### config.mk
export PLATFORM = sky130hd
export DESIGN_NAME = stream_uart_tx
export DESIGN_NICKNAME = d
export VERILOG_FILES = /design/src/rtl/stream_uart_tx.sv
export SDC_FILE = /design/constraint.sdc
export NUM_CORES = 1
export LEC_CHECK = 0
export ABC_AREA = 1
export CORE_ASPECT_RATIO = 1.5
export CORE_UTILIZATION = 55
export CTS_BUF_LIST = sky130_fd_sc_hd__clkbuf_8
export CTS_CLUSTER_SIZE = 14
export DETAILED_ROUTE_END_ITERATION = 6
export PLACE_DENSITY_LB_ADDON = 0.1
export SYNTH_ARGS = -nofsm -noshare
export SYNTH_HDL_FRONTEND = slang
export SYNTH_SLANG_ARGS = --single-unit
### constraint.sdc
create_clock -name i_clk -period 2 [get_ports i_clk]
set_clock_uncertainty 0.05 [all_clocks]
set_input_delay 0.3 -clock i_clk [delete_from_list [all_inputs] [get_ports i_clk]]
set_output_delay 0.3 -clock i_clk [all_outputs]
set_load 0.01 [all_outputs]
### src/rtl/stream_uart_tx.sv
// Byte-stream (valid/ready) to 8N1 UART transmitter.
// Can optionally append a 0x0A newline frame after each byte marked with tlast.
module stream_uart_tx #(
    parameter int unsigned CLK_FREQ_HZ  = 16000000,
    parameter int unsigned BAUD_RATE    = 57600,
    parameter int unsigned LAST_NEWLINE = 0
) (
    input  logic       i_clk,
    input  logic       i_rst_n,
    input  logic [7:0] i_tdata,
    input  logic       i_tlast,
    input  logic       i_tvalid,
    output logic       o_tready,
    output logic       o_uart_tx,
    output logic       o_busy
);

    localparam int unsigned CLKS_PER_BIT = CLK_FREQ_HZ / BAUD_RATE;
    localparam int unsigned CNT_W        = (CLKS_PER_BIT < 2) ? 1 : $clog2(CLKS_PER_BIT);
    localparam logic [CNT_W-1:0] CNT_RELOAD = CNT_W'(CLKS_PER_BIT - 1);

    generate
        if (CLKS_PER_BIT < 2) begin : g_bad_clks_per_bit
            $error("stream_uart_tx: CLK_FREQ_HZ/BAUD_RATE must be at least 2");
        end
    endgenerate

    typedef enum logic [2:0] {
        S_IDLE,
        S_START,
        S_DATA,
        S_STOP,
        S_NL
    } state_e;

    state_e           state_q, state_d;
    logic [CNT_W-1:0] cnt_q, cnt_d;
    logic [2:0]       bit_idx_q, bit_idx_d;
    logic [7:0]       shift_q, shift_d;
    logic             last_q, last_d;
    logic             tready_q, tready_d;
    logic             tx_q, tx_d;
    logic             bit_done;

    assign bit_done = (cnt_q == '0);

    // NOTE: every variable gets its hold value first so no path through the case leaves one unassigned (no latches).
    always_comb begin
        state_d   = state_q;
        cnt_d     = cnt_q;
        bit_idx_d = bit_idx_q;
        shift_d   = shift_q;
        last_d    = last_q;
        tready_d  = tready_q;
        tx_d      = tx_q;

        unique case (state_q)
            S_IDLE: begin
                tready_d = 1'b1;
                tx_d     = 1'b1;
                if (i_tvalid && tready_q) begin
                    state_d  = S_START;
                    shift_d  = i_tdata;
                    last_d   = i_tlast;
                    tready_d = 1'b0;
                    tx_d     = 1'b0;
                    cnt_d    = CNT_RELOAD;
                end
            end
            S_START: begin
                if (bit_done) begin
                    state_d   = S_DATA;
                    tx_d      = shift_q[0];
                    shift_d   = {1'b0, shift_q[7:1]};
                    bit_idx_d = '0;
                    cnt_d     = CNT_RELOAD;
                end else begin
                    cnt_d = cnt_q - CNT_W'(1);
                end
            end
            S_DATA: begin
                if (bit_done) begin
                    cnt_d = CNT_RELOAD;
                    if (bit_idx_q == 3'd7) begin
                        state_d = S_STOP;
                        tx_d    = 1'b1;
                    end else begin
                        tx_d      = shift_q[0];
                        shift_d   = {1'b0, shift_q[7:1]};
                        bit_idx_d = bit_idx_q + 3'd1;
                    end
                end else begin
                    cnt_d = cnt_q - CNT_W'(1);
                end
            end
            S_STOP: begin
                if (bit_done) begin
                    // The line stays high through the stop bit into IDLE or NL.
                    if ((LAST_NEWLINE != 0) && last_q) begin
                        state_d = S_NL;
                    end else begin
                        state_d  = S_IDLE;
                        tready_d = 1'b1;
                    end
                end else begin
                    cnt_d = cnt_q - CNT_W'(1);
                end
            end
            S_NL: begin
                state_d = S_START;
                shift_d = 8'h0A;
                last_d  = 1'b0;
                tx_d    = 1'b0;
                cnt_d   = CNT_RELOAD;
            end
            default: state_d = S_IDLE;
        endcase
    end

    // NOTE: state uses non-blocking assignments so every register samples pre-edge values.
    always_ff @(posedge i_clk or negedge i_rst_n) begin
        if (!i_rst_n) begin
            state_q   <= S_IDLE;
            cnt_q     <= '0;
            bit_idx_q <= '0;
            shift_q   <= '0;
            last_q    <= 1'b0;
            tready_q  <= 1'b0;
            tx_q      <= 1'b1;
        end else begin
            state_q   <= state_d;
            cnt_q     <= cnt_d;
            bit_idx_q <= bit_idx_d;
            shift_q   <= shift_d;
            last_q    <= last_d;
            tready_q  <= tready_d;
            tx_q      <= tx_d;
        end
    end

    assign o_tready  = tready_q;
    assign o_uart_tx = tx_q;
    assign o_busy    = (state_q != S_IDLE);

endmodule

==> impl_metrics.env <==
export IMPL_viasPerCell=5.07
export IMPL_p_int_uw=774
export IMPL_core_area_sq_mm=0.00250
export IMPL_grt_antenna_before_repair=0
export IMPL_min_delay_path_class="input port to asynchronous set/reset pin"
export IMPL_yosysSeqAreaShare=0.401
export IMPL_max_vdd_ir_drop_mv=0.454
export IMPL_setup_viol=0
export IMPL_r2r_setup_slack_ns=0.25
export IMPL_cts_made_buffers=3
export IMPL_die_h_microns=66.0
export IMPL_die_x_microns=44.7
export IMPL_cts_setup_buffers=0
export IMPL_fillerInstances=201
export IMPL_ioPinCount=15
export IMPL_p_seq_frac=0.510
export IMPL_antennaDiodeCount=0
export IMPL_htree_levels=1
export IMPL_synth_cells=196
export IMPL_dp_cells=246
export IMPL_grt_pass1_wl_microns=5360
export IMPL_powerDensity_mw_per_mm2=536
export IMPL_postRouteAntennaNets=0
export IMPL_gr_usage_all_layers=0.244
export IMPL_layout_common_cells="nand2_1 (82), dfrtp_1 (23), inv_1 (17), clkdlybuf4s50_1 (13), nand3_1 (12)"
export IMPL_wl_per_cell_microns=12.3
export IMPL_grt_max_degree=25
export IMPL_syn_area_per_cell_sq_um=7.66
export IMPL_syn_cell_area_sq_mm=0.00150
export IMPL_required_ns=1.65
export IMPL_fmaxAchievable_mhz=529
export IMPL_seqCellArea_sq_um=602
export IMPL_fin_cells=250
export IMPL_startpoint_type="register"
export IMPL_worstSkewPairLatency_ns=0.27
export IMPL_start_util=0.599
export IMPL_status="finished clean"
export IMPL_synth_seq_cells=24
export IMPL_crit_fanout=4
export IMPL_clk_pin_slew_worst_paths_ns=0.09
export IMPL_drt_initial_drc_count=29
export IMPL_drcViolationCount=0
export IMPL_worst_pin_slew_ns=0.382
export IMPL_num_rows=22
export IMPL_cellLeakagePower_uw=0.000937
export IMPL_period_share=0.946
export IMPL_min_period_ns=1.89
export IMPL_switching_share=0.186
export IMPL_cts_root_buf="clkbuf_8"
export IMPL_ys_warn_count=0
export IMPL_cts_tree="done"
export IMPL_cts_buffer_depth=2
export IMPL_dp_hpwl_microns=2230
export IMPL_arrival_ns=1.54
export IMPL_clkPwrFrac=0.450
export IMPL_drive_gt1_frac=0.126
export IMPL_syn_to_final_growth_pct=18.2
export IMPL_syn_nets=215
export IMPL_synth_cell_types=32
export IMPL_p_sw_uw=177
export IMPL_drt_wl_total_microns=3080
export IMPL_power_uw=951
export IMPL_criticalPathCategory="register to output pin"
export IMPL_grt_pass1_vias=1253
export IMPL_grt_ovfl_total=0
export IMPL_hold_violations=0
export IMPL_cts_sinks=24
export IMPL_layout_commonest_cell="nand2_1"
export IMPL_dr_pass1_iters=4
export IMPL_multi_input_area_sq_um=806
export IMPL_crit_path_end_kind="output pin"
export IMPL_pwr_share_comb=0.041
export IMPL_port_buffers=13
export IMPL_die_area_sq_mm=0.00295
export IMPL_dpl_cell_area_sq_mm=0.00169
export IMPL_relSlewSlack=0.746
export IMPL_max_cap_violations=0
export IMPL_rsz0062_at_grt="false"
export IMPL_vias=1268
export IMPL_design_area_sq_mm=0.00177
export IMPL_drv_slew=0
export IMPL_final_nets=234
export IMPL_gp_congestion=0.795
export IMPL_setup_tns_ns=0
## metrics by stage
step | setup slack [ns] | hold WS [ns] | util
CTS | 0.0275 | 0.341 | 0.704
floorplan | 0.412 | -0.0456 | -
finish | 0.109 | 0.336 | 0.708
global route | 0.0296 | 0.371 | 0.708
global placement | 0.317 | 0.407 | 0.675
detailed placement | 0.277 | 0.419 | 0.675
## synth_stat cells (all sizes together)
master  number  area, sq um
ha           7         87.6
o31ai        1         7.51
nand4        2         12.5
o21ai       10         53.8
nor2        13         75.1
o211ai       2         15.0
inv         19         73.8
a31o         1         8.76
nand2       88          379
clkbuf       2         8.75
dfstp        1         26.3
nand3       14         87.6
or2          2         15.0
dfrtp       23          576
a21oi        6         33.8
xor2         2         17.5
clkinv       3         23.8
## flip-flops by register name, indices dropped and copies added, names as in the netlist
signal and count:
bit_idx_q 3, o_uart_tx 1, state_q 2, shift_q 8, cnt_q 9, o_tready 1
## cell type report
cell class	count	share of cell area
sequential	24	0.339
timing repair buffer	16	0.0860
clock inverter	1	0.0169
multi-input combinational	148	0.454
clock buffer	3	0.0233
inverter	22	0.0550
tap	36	0.0254
## per-layer routing
metal / vias up / GRT usage / wire, microns
li1: 653 / - / -
met1: 587 / 0.273 / 1290
met2: 26 / 0.465 / 1700
met3: 2 / 0.0246 / 68
met4: 0 / 0.0758 / 21
met5: - / 0 / 0
## cells by family (layout without fill, tap and decap cells)
| group | Yosys count | after routing | synth area share |
|---|---|---|---|
| compound gates | 20 | 20 | 0.0792 |
| xor+xnor | 2 | 2 | 0.0117 |
| fa+ha+maj | 7 | 7 | 0.0583 |
| buf+inv | 24 | 42 | 0.0708 |
| flops | 24 | 24 | 0.401 |
| simple gates | 119 | 119 | 0.379 |
## timing repair
| item | CTS | global route |
|---|---|---|
| hold buffers | 0 | 0 |
| pin swaps | 0 | 0 |
| endpoints found under the setup margin | 1 | 1 |
| gates resized for setup | 1 | 2 |
## power groups by stage
| stage | Clock (uW) | Sequential (uW) | Combinational [uW] |
|---|---|---|---|
| final | 428 | 485 | 38.7 |
| after global routing | 451 | 485 | 44.7 |
| after CTS | 434 | 485 | 39.6 |
| after detailed placement | 0 | 494 | 39.5 |
| after global placement | 0 | 494 | 39.1 |
| after floorplan | 0 | 495 | 8.18 |
## worst max-delay path, cell delays in order, from the launching register on
cell	delay [ns]
dfrtp_1	0.41
inv_1	0.14
ha_4	0.17
clkinv_1	0.07
clkdlybuf4s50_1	0.47
## path summary, 6_finish.rpt
| check | to | cells past startpoint | startpoint |
|---|---|---|---|
| max in group asynchronous | o_uart_tx$_DFFE_PN1P_ | 2 | i_rst_n |
| setup reg to reg | cnt_q[5]$_DFFE_PN0P_ | 10 | cnt_q[0]$_DFFE_PN0P_ |
| hold reg to reg | shift_q[3]$_DFFE_PN0P_ | 2 | shift_q[3]$_DFFE_PN0P_ |
| min in group i_clk | shift_q[3]$_DFFE_PN0P_ | 2 | shift_q[3]$_DFFE_PN0P_ |
| setup / recovery | o_busy | 4 | state_q[1]$_DFFE_PN0P_ |
| hold / removal | shift_q[3]$_DFFE_PN0P_ | 2 | i_rst_n |
Note: power is estimated with default switching activity, not from simulation.
